<file path="config.mk">
export PLATFORM = sky130hd
export DESIGN_NAME = mc_ctrl
export DESIGN_NICKNAME = d
export VERILOG_FILES = /design/src/rtl/mc_pkg.sv /design/src/rtl/mc_ctrl.sv
export SDC_FILE = /design/constraint.sdc
export NUM_CORES = 1
export LEC_CHECK = 0
export ABC_AREA = 1
export ABC_CLOCK_PERIOD_IN_PS = 1600
export CORE_UTILIZATION = 38
export CTS_CLUSTER_SIZE = 25
export DETAILED_ROUTE_END_ITERATION = 12
export PLACE_DENSITY = 0.78
export SLEW_MARGIN = 30
export SYNTH_ARGS = -nofsm -noshare
export SYNTH_HDL_FRONTEND = slang
export SYNTH_SLANG_ARGS = --single-unit
</file>
<file path="constraint.sdc">
create_clock -name clk -period 1.6 [get_ports clk]
set_input_delay 0.32 -clock clk [delete_from_list [all_inputs] [get_ports clk]]
set_output_delay 0.32 -clock clk [all_outputs]
set_load 0.005 [all_outputs]
</file>
<file path="src/rtl/mc_pkg.sv">
// mc_pkg: constants shared by the multicycle MIPS main control (mc_ctrl)
// and the ALU-control decoder.
//   - state_t   : FSM state encodings (also exported on mc_ctrl.state)
//   - OP_*      : 6-bit primary opcodes, instr[31:26]
//   - ALUOP_*   : 3-bit aluop codes consumed by the ALU-control decoder
//   - op_is_legal() : true for every opcode the controller implements
package mc_pkg;

  typedef enum logic [3:0] {
    S_FETCH   = 4'd0,
    S_DECODE  = 4'd1,
    S_MEMADR  = 4'd2,
    S_MEMRD   = 4'd3,
    S_MEMWB   = 4'd4,
    S_MEMWR   = 4'd5,
    S_RTYPEEX = 4'd6,
    S_RTYPEWB = 4'd7,
    S_BEQ     = 4'd8,
    S_IMMEX   = 4'd9,
    S_IMMWB   = 4'd10,
    S_JUMP    = 4'd11,
    S_BNE     = 4'd12
  } state_t;

  localparam logic [5:0] OP_RTYPE = 6'b000000;
  localparam logic [5:0] OP_J     = 6'b000010;
  localparam logic [5:0] OP_BEQ   = 6'b000100;
  localparam logic [5:0] OP_BNE   = 6'b000101;
  localparam logic [5:0] OP_ADDI  = 6'b001000;
  localparam logic [5:0] OP_ORI   = 6'b001101;
  localparam logic [5:0] OP_XORI  = 6'b001110;
  localparam logic [5:0] OP_LW    = 6'b100011;
  localparam logic [5:0] OP_SW    = 6'b101011;

  localparam logic [2:0] ALUOP_ADD   = 3'b000;
  localparam logic [2:0] ALUOP_SUB   = 3'b001;
  localparam logic [2:0] ALUOP_FUNCT = 3'b010;
  localparam logic [2:0] ALUOP_OR    = 3'b011;
  localparam logic [2:0] ALUOP_XOR   = 3'b100;

  function automatic logic op_is_legal(input logic [5:0] op);
    case (op)
      OP_RTYPE, OP_J, OP_BEQ, OP_BNE, OP_ADDI,
      OP_ORI, OP_XORI, OP_LW, OP_SW: op_is_legal = 1'b1;
      default:                       op_is_legal = 1'b0;
    endcase
  endfunction

endpackage

</file>
<file path="src/rtl/mc_ctrl.sv">
// mc_ctrl: multicycle main-control FSM for the MIPS core. One state per
// cycle sequences the shared ALU, memory port, register file and PC.
//
// Ports:
//   clk, rst      : core clock; synchronous active-high reset (-> FETCH)
//   op[5:0]       : instr[31:26], stable from DECODE until the next FETCH
//   mem_ready     : only with MC_CTRL_MEM_WAIT_EN; FETCH/MEMRD/MEMWR hold
//                   while it is low
//   zero          : ALU zero flag, used only by the branch PC enable
//   pcen, iord, memwrite, irwrite, regdst, memtoreg, regwrite,
//   alusrca, alusrcb[1:0], zeroext, pcsrc[1:0], aluop[2:0]
//                 : datapath enables / selects, decoded from the state
//   illegal       : one-cycle pulse in DECODE on an unknown opcode
//   state[3:0]    : current state code, for debug
//
// Build option: define MC_CTRL_MEM_WAIT_EN to add the mem_ready handshake.
// Without it the memory is treated as always ready.
module mc_ctrl
  import mc_pkg::*;
(
  input  logic       clk,
  input  logic       rst,
  input  logic [5:0] op,
`ifdef MC_CTRL_MEM_WAIT_EN
  input  logic       mem_ready,
`endif
  input  logic       zero,
  output logic       pcen,
  output logic       iord,
  output logic       memwrite,
  output logic       irwrite,
  output logic       regdst,
  output logic       memtoreg,
  output logic       regwrite,
  output logic       alusrca,
  output logic [1:0] alusrcb,
  output logic       zeroext,
  output logic [1:0] pcsrc,
  output logic [2:0] aluop,
  output logic       illegal,
  output logic [3:0] state
);

  state_t state_q;
  state_t state_d;
  logic   mem_rdy;

  // Raw (pre-reset-gating) enables produced by the state decode.
  logic pcwrite_raw;
  logic beq_st;
  logic bne_st;
  logic memwrite_raw;
  logic irwrite_raw;
  logic regwrite_raw;
  logic illegal_raw;

`ifdef MC_CTRL_MEM_WAIT_EN
  assign mem_rdy = mem_ready;
`else
  assign mem_rdy = 1'b1;
`endif

  always_ff @(posedge clk) begin
    if (rst) begin
      state_q <= S_FETCH;
    end else begin
      state_q <= state_d;
    end
  end

  always_comb begin
    state_d      = S_FETCH;
    pcwrite_raw  = 1'b0;
    beq_st       = 1'b0;
    bne_st       = 1'b0;
    memwrite_raw = 1'b0;
    irwrite_raw  = 1'b0;
    regwrite_raw = 1'b0;
    illegal_raw  = 1'b0;
    iord         = 1'b0;
    regdst       = 1'b0;
    memtoreg     = 1'b0;
    alusrca      = 1'b0;
    alusrcb      = 2'b00;
    zeroext      = 1'b0;
    pcsrc        = 2'b00;
    aluop        = ALUOP_ADD;

    case (state_q)
      S_FETCH: begin
        // PC+4 and the IR load only commit once the instruction word is there.
        alusrcb     = 2'b01;
        irwrite_raw = mem_rdy;
        pcwrite_raw = mem_rdy;
        state_d     = mem_rdy ? S_DECODE : S_FETCH;
      end
      S_DECODE: begin
        // Branch target precomputed here into ALUOut: PC + (imm << 2).
        alusrcb = 2'b11;
        case (op)
          OP_LW, OP_SW:              state_d = S_MEMADR;
          OP_RTYPE:                  state_d = S_RTYPEEX;
          OP_BEQ:                    state_d = S_BEQ;
          OP_BNE:                    state_d = S_BNE;
          OP_ADDI, OP_ORI, OP_XORI:  state_d = S_IMMEX;
          OP_J:                      state_d = S_JUMP;
          default:                   state_d = S_FETCH;
        endcase
        illegal_raw = ~op_is_legal(op);
      end
      S_MEMADR: begin
        alusrca = 1'b1;
        alusrcb = 2'b10;
        state_d = (op == OP_LW) ? S_MEMRD : S_MEMWR;
      end
      S_MEMRD: begin
        iord    = 1'b1;
        state_d = mem_rdy ? S_MEMWB : S_MEMRD;
      end
      S_MEMWB: begin
        memtoreg     = 1'b1;
        regwrite_raw = 1'b1;
        state_d      = S_FETCH;
      end
      S_MEMWR: begin
        // Strobe stays high for the whole hold until memory accepts.
        iord         = 1'b1;
        memwrite_raw = 1'b1;
        state_d      = mem_rdy ? S_FETCH : S_MEMWR;
      end
      S_RTYPEEX: begin
        alusrca = 1'b1;
        alusrcb = 2'b00;
        aluop   = ALUOP_FUNCT;
        state_d = S_RTYPEWB;
      end
      S_RTYPEWB: begin
        regdst       = 1'b1;
        regwrite_raw = 1'b1;
        state_d      = S_FETCH;
      end
      S_BEQ, S_BNE: begin
        alusrca = 1'b1;
        aluop   = ALUOP_SUB;
        pcsrc   = 2'b01;
        beq_st  = (state_q == S_BEQ);
        bne_st  = (state_q == S_BNE);
        state_d = S_FETCH;
      end
      S_IMMEX: begin
        alusrca = 1'b1;
        alusrcb = 2'b10;
        case (op)
          OP_ORI: begin
            aluop   = ALUOP_OR;
            zeroext = 1'b1;
          end
          OP_XORI: begin
            aluop   = ALUOP_XOR;
            zeroext = 1'b1;
          end
          default: aluop = ALUOP_ADD;
        endcase
        state_d = S_IMMWB;
      end
      S_IMMWB: begin
        regwrite_raw = 1'b1;
        state_d      = S_FETCH;
      end
      S_JUMP: begin
        pcsrc       = 2'b10;
        pcwrite_raw = 1'b1;
        state_d     = S_FETCH;
      end
      default: begin
        state_d = S_FETCH;
      end
    endcase
  end

  // Reset suppresses every write so an abandoned instruction leaves no
  // partial update behind; selects keep following the state code.
  assign pcen     = ~rst & (pcwrite_raw | (beq_st & zero) | (bne_st & ~zero));
  assign memwrite = ~rst & memwrite_raw;
  assign irwrite  = ~rst & irwrite_raw;
  assign regwrite = ~rst & regwrite_raw;
  assign illegal  = ~rst & illegal_raw;
  assign state    = state_q;

endmodule

</file>
==> results by group, run 1 <==
Status
  • Status: finished with violations
  • Failing checks: negative setup slack

Synthesis
  • Fraction of the yosys area taken by sequential cells: around 14%
  • Most area-hungry cell type in the Yosys netlist: dfxtp_1
  • Post-synthesis net count: around 110
  • Mapped Cells: 105
  • Area fraction of the dominant cell type after synthesis: between 10% and 20%
  • Synthesized area divided by synthesized cell count: roughly 5.4 um^2
  • Number of warning messages in the yosys log: 0
  • Netlist Area Pre-Place: between 500 and 600 um^2
  • Post-synthesis cell type count: 21
  • Cell types occupying the most area after synthesis: dfxtp_1, nand2_1, nor2_1
  • Flops & latches, synth: 4

Worst hold path
  • Hold path cells: 6
  • Startpoint of the lowest-slack hold path: op[3]
  • End point of the most critical hold path: state[2]$_SDFF_PP0_
  • Worst min path class: primary input to register

STA
  • Final Hold Slack: 0.6890 ns
  • Final critical delay including setup and external delays: between 1.5 and 2 ns
  • Setup ws final: -0.1766 ns
  • Final-report setup violation count: 11
  • Fin. Hold Viols: 0
  • Unrepaired setup endpoints after global routing: yes
  • Worst clock skew: about 0.0070 ns
  • Worst slew slack as a fraction of its limit: 81.92%
  • Pins Over Slew Limit: 0
  • Transition time at the pin with the least slew margin: 0.2702 ns
  • Final worst-path cycle share: 111.0%
  • Max frequency: 562.9 MHz

Critical path
  • Worst-path fanout max: 3
  • FF-to-FF End: state[1]$_SDFF_PP0_
  • Worst setup EP type: primary output
  • Sequence of cells on the critical path: buf_6, nor2_4, inv_2, nor2_8, nand2_2, nor3_2, buf_2
  • Critical path startpoint category: register
  • Highest cell delay on the worst timing path: 0.36 ns
  • Critical-path cell with the highest stage delay: dfxtp_4
  • Reg-to-reg slack, setup: 0.20 ns
  • CP bufs+invs: 3
  • Worst-case reg-to-reg path depth: 8
  • Worst setup path class: register to primary output
  • Critical Path RT: between 1 and 1.5 ns
  • Largest delay share family, worst path: simple AND/OR/NAND/NOR gates
  • Worst R2R Start: state[3]$_SDFF_PP0_
  • Origin of the worst setup path: state[1]$_SDFF_PP0_
  • Data arrival time of the critical path: between 1 and 1.5 ns

Clock tree
  • Num CTS Buffers: 3
  • Number of clock sinks: 4
  • TritonCTS clock tree: done
  • Clock latency at the later pin of the worst-skew pair: 0.25 ns
  • Worst-case clock buffer depth: 2
  • Root buffer cell: clkbuf_4
  • Number of buffers inserted for hold repair after clock tree synthesis: 0
  • CTS clock-pin slew for the worst setup and hold paths: ~0.040 ns
  • H-Tree Level Count: 1

Global route
  • Maximum number of pins on one net before global-route repair: 9
  • Global route overflow: 0
  • Global-route usage over all layers: between 30% and 40%
  • Antenna violations before repair: 0
  • First-pass GRT wire length: roughly 4000 um
  • Via count of the first global-routing pass: about 900

Placement
  • Gp weighted congestion: 0.8775
  • Setup Slack @ Placement: -0.6836 ns
  • DP HPWL: ~1600 um
  • Count of buffers inserted at the top-level ports: 29

Route
  • Remaining DRCs: 0
  • Via count normalized by instance count: about 6.2
  • Vias after detailed routing: between 1000 and 1500
  • Number of detailed-route iterations in the first pass: 6
  • Routed wire length: around 4000 um
  • DRT iter0 DRCs: between 80 and 90
  • Final antenna-violating net count: 0
  • Final routed wire length divided by cell count: roughly 21 um

Die
  • Io pins: 30
  • Initial Util: between 40% and 50%
  • Number of core rows: 13
  • Die Wd: a little over 40 um
  • Total Die Area: between 1500 and 2000 um^2
  • Core outline area: 1334 um^2
  • Die span in y: 40.54 um

Power and ir drop
  • Peak ir drop on the vdd network: just over 0.0003 V
  • Cell area power density: between 300 and 400 nW/um^2
  • Leakage: around 0.76 nW

Layout
  • Number of flip-flops under the largest register name: 4
  • Number of diodes: 0
  • Layout cells sized above 1: 60.80%
  • Nets: 187
  • Layout overhead on the synthesized area: 125.3%
  • Fill cell count: 40

Run
  • Total of max-cap violations: 0
## cell type report
| type | instances | area (um^2) | share of cell area (%) |
|---|---|---|---|
| repair buffers | 69 | 554.3 | 43.60 |
| flip-flops and latches | 4 | 92.59 | 7.283 |
| clock buffers | 3 | 22.52 | 1.772 |
| well taps | 15 | 18.77 | 1.476 |
| multi-input cells | 77 | 489.2 | 38.48 |
| inverters | 23 | 93.84 | 7.382 |
## routing by layer
layer / vias to the layer above / global-route usage, % / part of all wire [%]
li1: 472 / - / -
met1: 521 / 45.28 / 35
met2: 129 / 65.48 / 43
met3: 57 / 9.444 / 13
met4: 0 / 17.50 / 9.5
met5: - / 0 / 0
## repair_timing
action                                  CTS  global route
endpoints found under the setup margin   18            15
pin swaps                                17            13
resized for setup                        97            31
setup buffers                            12             5
cloned                                    0             0
## worst reg2reg max path, cell delays in order (launching register included)
cell	delay (ns)
dfxtp_4	0.35
buf_6	0.12
nor2_4	0.11
buf_4	0.16
nand2_2	0.08
buf_4	0.14
nor2_1	0.13
nor2_1	0.08
a21oi_1	0.15
## metrics by stage
stage          instances  util (%)  power [mW]  setup TNS [ns]  area (um^2)
6_report             191     95.31      0.4512          -1.008         1271
4_1_cts              187     89.59      0.4062         -0.4861         1195
2_1_floorplan        105         -      0.1702               0        564.3
3_3_place_gp         172     78.14      0.2608          -4.832         1042
3_5_place_dp         172     78.14      0.2650          -5.200         1042
5_1_grt              191     95.31      0.4677          -1.739         1271
## how the worst max path moves through the flow
| stage | cells after the start | to | slack [ns] |
|---|---|---|---|
| finish | 7 | illegal | -0.18 |
| global route | 7 | illegal | -0.26 |
| CTS | 6 | aluop[0] | -0.1 |
| detailed placement | 7 | aluop[0] | -0.68 |
| global placement | 7 | aluop[0] | -0.67 |
| floorplan | 6 | illegal | 0.29 |
## where the power goes
group / total, mW / leakage (nW) / switching (mW) / internal [mW]
clock: 0.134 / 0.0138 / 0.0497 / 0.0845
sequential: 0.105 / 0.0352 / 0.00527 / 0.0998
combinational: 0.212 / 0.711 / 0.116 / 0.0959
total: 0.451 / 0.760 / 0.171 / 0.280
## cell families after synthesis
group	after synthesis	share of synthesized area, %
and+or+nand+nor	64	55.66
buffers and inverters	24	17.29
AOI/OAI and AO/OA	13	12.86
DFF	4	14.19
## Yosys cell counts (all sizes together)
library cell and count:
nor2 25, inv 23, nand2 21, nand3 14, a21oi 5, dfxtp 4, o21ai 4, a31oi 2
nor3 2, buf 1, nand4 1, o211ai 1, o31ai 1, or2 1
## placed cells by master (no fill, tap or decap), types with 3 or more instances in the layout
cell type and instances:
buf_6 8, nand2_2 7, inv_1 14, clkdlybuf4s50_1 3
dlymetal6s2s_1 3, clkdlybuf4s15_2 5, a21oi_1 4, clkbuf_4 3
nand2_1 12, nand3_1 9, buf_2 13, buf_4 33
dfxtp_4 3, nor2_4 5, nand3_2 4, inv_2 6
inv_4 3, nor2_2 6, nor2_1 13
(Power assumes the default switching activity.)
==> inputs of run 2 (changes only) <==
Settings changed: CORE_MARGIN from default to 2.
==> results by group, run 2 <==
Status
  • Status: did not finish
  • Last stage the flow got to: 5_1_grt
  • Run Error: [ERROR DPL-0038] Utilization greater than 100%, impossible to legalize

Die
  • Number of core rows: 13
  • Io pins: 30
  • Die Wd: approximately 43 um
  • Die span in y: between 40 and 50 um
  • Initial Util: 41.80%

Clock tree
  • Number of clock sinks: 4
  • H-Tree Level Count: 1
  • Worst-case clock buffer depth: 2
  • Root buffer cell: clkbuf_4
  • Num CTS Buffers: 3

STA
  • Worst EP Category: top-level output
  • Worst endpoint, post-GRT repair: aluop[1]

Global route
  • Maximum number of pins on one net before global-route repair: 7

Synthesis
  • Top_reg_cell synth: dfxtp_1
  • Post-synthesis net count: approximately 110
  • Cell types occupying the most area after synthesis: dfxtp_1, nand2_1, nor2_1
  • Area fraction of the dominant cell type after synthesis: 14.19%
  • Most frequent cells after synthesis: nand2_1, nor2_1, inv_1
  • Most area-hungry cell type in the Yosys netlist: dfxtp_1
  • Post-synthesis cell type count: 21
  • Mapped Cells: ~110
  • Async S/R FF share, synth: 0%
  • Number of warning messages in the yosys log: 0
  • Flops & latches, synth: 4
  • Netlist Area Pre-Place: approximately 560 um^2
  • Synthesized area divided by synthesized cell count: 5.374 um^2
  • Fraction of the yosys area taken by sequential cells: roughly 14%
  • Number of enable flip-flop cells after synthesis: 0

Placement
  • Count of buffers inserted at the top-level ports: 29
  • Area post-placement: approximately 1100 um^2
  • Gp weighted congestion: about 0.89
  • DP HPWL: between 1500 and 2000 um
run 2: per-stage QoR:
| stage | instances | util [%] | hold WS [ns] | worst slack (ns) | setup TNS [ns] |
|---|---|---|---|---|---|
| 2_1_floorplan | 105 | - | 0.3891 | 0.2906 | 0 |
| 3_3_place_gp | 176 | 79.43 | 0.7169 | -0.6467 | -4.964 |
| 3_5_place_dp | 176 | 79.43 | 0.7252 | -0.7163 | -5.720 |
| 4_1_cts | 190 | 91.66 | 0.6806 | -0.1138 | -0.3545 |
run 2: what timing repair did:
| item | CTS |
|---|---|
| hold buffers | 0 |
| pin swaps | 17 |
| hold endpoints to repair | 0 |
| gates resized for setup | 107 |
| buffers inserted | 11 |
| endpoints found under the setup margin | 19 |
run 2: cell families after synthesis:
group | Yosys count | synth area share, %
simple gates | 64 | 55.66
flops | 4 | 14.19
buf+inv | 24 | 17.29
compound gates | 13 | 12.86
==> inputs of run 3 (changes only) <==
Settings changed: CORE_AREA from default to 2 2 63 65, CORE_MARGIN 2 to default, CORE_UTILIZATION 38 to default, CTS_CLUSTER_SIZE 25 to default, DIE_AREA from default to 0 0 65 67, PLACE_DENSITY 0.78 to default, PLACE_DENSITY_LB_ADDON from default to 0.15.
==> results by group, run 3 (synthesis gave the netlist of run 1 again) <==
Status
  • Status: finished with violations
  • Failing checks: negative setup slack

STA
  • Pins Over Slew Limit: 0
  • Worst slew slack as a fraction of its limit: a little under nine tenths
  • Unrepaired setup endpoints after global routing: yes
  • Transition time at the pin with the least slew margin: between 0.2 and 0.25 ns
  • Final-report setup violation count: 2
  • Setup ws final: -0.04648 ns
  • Final critical delay including setup and external delays: 1.646 ns
  • Worst clock skew: around 0.00064 ns
  • Total negative slack: -0.05115 ns
  • Max frequency: approximately 610 MHz
  • Final worst-path cycle share: 102.9%
  • Fin. Hold Viols: 0

Placement
  • Count of buffers inserted at the top-level ports: 29
  • DP HPWL: ~1700 um
  • Area post-placement: 1181 um^2
  • Gp weighted congestion: 0.8236

Clock tree
  • Number of clock sinks: 4
  • Clock latency at the later pin of the worst-skew pair: 0.21 ns
  • Root buffer cell: clkbuf_8
  • Num CTS Buffers: 3
  • TritonCTS clock tree: done
  • H-Tree Level Count: 1
  • Worst-case clock buffer depth: 2
  • Number of buffers inserted for hold repair after clock tree synthesis: 0
  • CTS clock-pin slew for the worst setup and hold paths: 0.03 ns

Route
  • Vias after detailed routing: ~910
  • Number of detailed-route iterations in the first pass: 4
  • Remaining DRCs: 0
  • Via count normalized by instance count: 3.888
  • Final antenna-violating net count: 0
  • Routed wire length: about 2200 um
  • Final routed wire length divided by cell count: slightly below 10 um
  • DRT iter0 DRCs: 14

Power and ir drop
  • Sequential power share: between 20% and 30%
  • Combinational share of power: approximately two fifths
  • Switching fraction of total power: ~28%
  • Peak ir drop on the vdd network: roughly 0.00013 V
  • Leakage: 0.7921 nW
  • Net switching component of the power: roughly 140 uW
  • Clock network fraction of total power: roughly 40%
  • Internal power: approximately 360 uW
  • Cell area power density: 356.1 nW/um^2

Global route
  • First-pass GRT wire length: 3774 um
  • Global route overflow: 0
  • Maximum number of pins on one net before global-route repair: 7
  • Via count of the first global-routing pass: between 900 and 1000
  • Antenna violations before repair: 0
  • Global-route usage over all layers: a little over a tenth

Critical path
  • Highest cell delay on the worst timing path: 0.35 ns
  • Worst setup EP type: primary output
  • Data arrival time of the critical path: between 1 and 1.5 ns
  • Critical path startpoint category: register
  • Largest delay share family, worst path: buffers and inverters
  • CP bufs+invs: 4
  • Reg-to-reg slack, setup: 0.34 ns
  • Critical-path cell with the highest stage delay: dfxtp_4
  • Worst setup path class: register to primary output
  • Sequence of cells on the critical path: buf_6, buf_6, nand2_8, nor2_4, o31ai_2, inv_1, buf_2
  • Cell occurring most often along the worst timing path: buf_6
  • Worst-path fanout max: 4
  • Critical Path RT: 1.28 ns

Layout
  • Final std cell area, no fill: approximately 1400 um^2
  • Nets: 196
  • Layout overhead on the synthesized area: 152.3%
  • Most used cells in the layout excluding fill and tap cells: buf_4, inv_1, nand2_1, nand3_1
  • Number of diodes: 0
  • Layout cells sized above 1: between 60% and 70%
  • Number of flip-flops under the largest register name: 4
  • Most common cell after layout, fill and taps aside: buf_4

Die
  • Die span in y: around 67 um
  • Core outline area: approximately 3600 um^2
  • Total Die Area: 4355 um^2
  • Io pins: 30
  • Initial Util: roughly 16%
  • Number of core rows: 22
  • Die Wd: about 65 um

Run
  • Total of max-cap violations: 0

Worst hold path
  • Worst min path class: primary input to register
## run 3: final cells by class
class,count,area [um^2]
fillers,401,2182
repair buffers,78,606.8
multi-input cells,77,526.8
inverters,23,96.34
flip-flops and latches,4,92.59
well taps,48,60.06
clock buffers,3,41.29
## run 3: stage by stage
| stage | worst slack [ns] | hold WS [ns] | instances | utilization (%) | total power [mW] |
|---|---|---|---|---|---|
| final | -0.04648 | 0.6420 | 233 | 39.49 | 0.5070 |
| after global routing | -0.1021 | 0.7024 | 233 | 39.49 | 0.5353 |
| after CTS | -0.1502 | 0.7583 | 232 | 38.93 | 0.5075 |
| after detailed placement | -0.6940 | 0.7193 | 218 | 32.76 | 0.2735 |
| after global placement | -0.7064 | 0.7216 | 218 | 32.76 | 0.2737 |
| after floorplan | 0.2906 | 0.3891 | 105 | - | 0.1702 |
## run 3: repair_timing
action                     4_1_cts  5_1_grt
hold endpoints to repair         0        0
setup buffers                   11        2
gates resized for setup        103       33
pin swaps                       13       11
setup endpoints to repair       18       13
## run 3: worst paths after layout
kind,depth (start not counted),endpoint,start
setup / recovery,7,regwrite,state[2]$_SDFF_PP0_
setup reg to reg,8,state[1]$_SDFF_PP0_,state[3]$_SDFF_PP0_
hold / removal,6,state[1]$_SDFF_PP0_,op[4]
hold reg to reg,4,state[0]$_SDFF_PP0_,state[0]$_SDFF_PP0_
## run 3: tightest hold or removal path: stages
cell	delay, ns
clkbuf_2	0.11
nor2_1	0.06
nand3_1	0.10
nor2_1	0.05
nor2_1	0.09
a21oi_1	0.07
## run 3: power by group through the flow
stage | registers [mW] | logic [mW] | clock network (mW)
2_1_floorplan | 0.109 | 0.0616 | 0
5_1_grt | 0.105 | 0.219 | 0.211
3_5_place_dp | 0.109 | 0.165 | 0
4_1_cts | 0.105 | 0.195 | 0.208
6_report | 0.105 | 0.200 | 0.202
3_3_place_gp | 0.109 | 0.165 | 0
## run 3: metal layers
metal  vias to the layer above  share of wire (%)  track usage, %
li1                        489                  -               -
met1                       398                 38           10.85
met2                        19                 57           22.68
met3                         0                4.6           1.689
met4                         0                  0           2.394
met5                         -                  0               0
==> inputs of run 4 (changes only) <==
Settings changed: PLACE_DENSITY from default to 0.38, PLACE_DENSITY_LB_ADDON 0.15 to default.
==> results by group, run 4 (synthesis gave the netlist of run 1 again) <==
Clock tree
  • Clock latency at the later pin of the worst-skew pair: between 0.2 and 0.25 ns
  • Num CTS Buffers: 3
  • Number of clock sinks: 4
  • TritonCTS clock tree: done
  • Root buffer cell: clkbuf_8
  • Worst-case clock buffer depth: 2
  • CTS clock-pin slew for the worst setup and hold paths: roughly 0.03 ns
  • H-Tree Level Count: 1

Layout
  • Fill cell count: between 300 and 400
  • Post-Layout Cell Count: 234
  • Number of diodes: 0
  • Combined flip-flop and latch cell area: between 90 and 100 um^2
  • Most used cells in the layout excluding fill and tap cells: buf_4, buf_2, nand2_1
  • Layout cells sized above 1: around 64%
  • Nets: 197
  • Fraction of the core area covered by cells at the end of the flow: a little under 40%
  • Final std cell area, no fill: 1413 um^2
  • Layout overhead on the synthesized area: 150.3%
  • Area of the multi-input gates: 518.0 um^2
  • Number of flip-flops under the largest register name: 4
  • Most common cell after layout, fill and taps aside: buf_4

Route
  • Routed wire length: 2296 um
  • Routed met1 length: around 900 um
  • Remaining DRCs: 0
  • Wire length on met3: around 120 um
  • Final antenna-violating net count: 0
  • DRT iter0 DRCs: 9
  • Vias after detailed routing: 922
  • Via count normalized by instance count: about 4
  • Top layer in use: met4
  • Final routed wire length divided by cell count: approximately 9.8 um
  • Total met2 wirelength after detailed routing: 1235 um
  • Number of detailed-route iterations in the first pass: 3

Power and ir drop
  • Cell area power density: roughly 370 nW/um^2
  • Power after layout: slightly above 500 uW
  • Peak ir drop on the vdd network: roughly 0.00017 V
  • Leakage: 0.7728 nW

Critical path
  • Worst setup path class: primary input to primary output
  • Data arrival time of the critical path: 1.27 ns
  • Critical path startpoint category: primary input
  • Critical Path RT: ~1.3 ns
  • Worst setup EP type: primary output
  • Worst-path fanout max: 4

Die
  • Initial Util: between 15 and 20%
  • Core outline area: around 3600 um^2
  • Io pins: 30
  • Die span in y: roughly 67 um
  • Total Die Area: around 4400 um^2
  • Die Wd: 65 um
  • Number of core rows: 22

STA
  • Fin. Hold Viols: 0
  • Final worst-path cycle share: between 90% and 100%
  • Worst slew slack as a fraction of its limit: between 80% and 90%
  • Worst clock skew: just over 0.007 ns
  • Final critical delay including setup and external delays: 1.590 ns
  • Transition time at the pin with the least slew margin: between 0.2 and 0.25 ns
  • Pins Over Slew Limit: 0
  • Max frequency: about 630 MHz
  • Unrepaired setup endpoints after global routing: yes
  • Final-report setup violation count: 0

Status
  • Status: completed

Global route
  • Global-route usage over all layers: between 10% and 20%
  • First-pass GRT wire length: just under 4000 um
  • Antenna violations before repair: 0
  • Via count of the first global-routing pass: 942
  • Maximum number of pins on one net before global-route repair: 7
  • Global route overflow: 0

Placement
  • Placed Cells incl. Taps: between 200 and 250
  • Count of buffers inserted at the top-level ports: 29
  • DP HPWL: about 1800 um
  • Gp weighted congestion: ~0.83
  • Area post-placement: roughly 1200 um^2

Run
  • Total of max-cap violations: 0

Worst hold path
  • Worst min path class: primary input to register
[run 4: cell types whose count changed in the layout (fill, tap and decap cells not counted), sizes merged]
| cell | previous run | this run |
|---|---|---|
| buf | 60 | 65 |
| dlygate4sd2 | 4 | 2 |
| clkdlybuf4s50 | 4 | 5 |
| clkbuf | 11 | 8 |
[run 4: final cells by class]
| type | instances | share of cell area, % |
|---|---|---|
| repair buffers | 79 | 42.43 |
| clock buffers | 3 | 2.923 |
| flip-flops and latches | 4 | 6.732 |
| well taps | 48 | 4.252 |
| multi-input cells | 77 | 36.67 |
| inverters | 23 | 6.997 |
[run 4: worst max-delay path: stages]
cell and delay (ns):
buf_2 0.11, nor2_4 0.05, buf_4 0.13, buf_4 0.12
buf_4 0.13, nand3_2 0.07, nand2_1 0.06, nor3_2 0.14
buf_2 0.13
[run 4: timing repair]
| item | in CTS | in global routing |
|---|---|---|
| gates resized for setup | 109 | 38 |
| endpoints found under the setup margin | 18 | 15 |
| buffers inserted | 11 | 4 |
| endpoints found under the hold margin | 0 | 0 |
| hold buffers | 0 | 0 |
| pin swaps | 16 | 16 |
[run 4: final timing paths]
path	start	end	slack, ns	cells past startpoint
worst max-delay path	op[4]	illegal	0.01	9
worst min-delay path	op[4]	state[1]$_SDFF_PP0_	0.64	6
worst min register to register	state[3]$_SDFF_PP0_	state[2]$_SDFF_PP0_	0.81	4
worst max register to register	state[0]$_SDFF_PP0_	state[1]$_SDFF_PP0_	0.28	10
[run 4: report_power, final]
part | internal, mW | switching, mW | total, mW
Combinational | 0.103 | 0.0932 | 0.196
Sequential | 0.0997 | 0.00607 | 0.106
Clock | 0.161 | 0.0549 | 0.215
[run 4: metal layers]
| metal | track usage [%] | up-vias |
|---|---|---|
| li1 | - | 495 |
| met1 | 12.16 | 395 |
| met2 | 22.29 | 27 |
| met3 | 2.196 | 5 |
| met4 | 5.053 | 0 |
| met5 | 0 | - |
[run 4: through the flow]
step | hold WS (ns) | setup TNS, ns | setup slack (ns)
floorplan | 0.3891 | 0 | 0.2906
global placement | 0.7194 | -5.837 | -0.6965
detailed placement | 0.7100 | -5.917 | -0.6899
CTS | 0.7367 | -0.1214 | -0.1147
global route | 0.7093 | -0.2818 | -0.07188
finish | 0.6420 | 0 | 0.009996
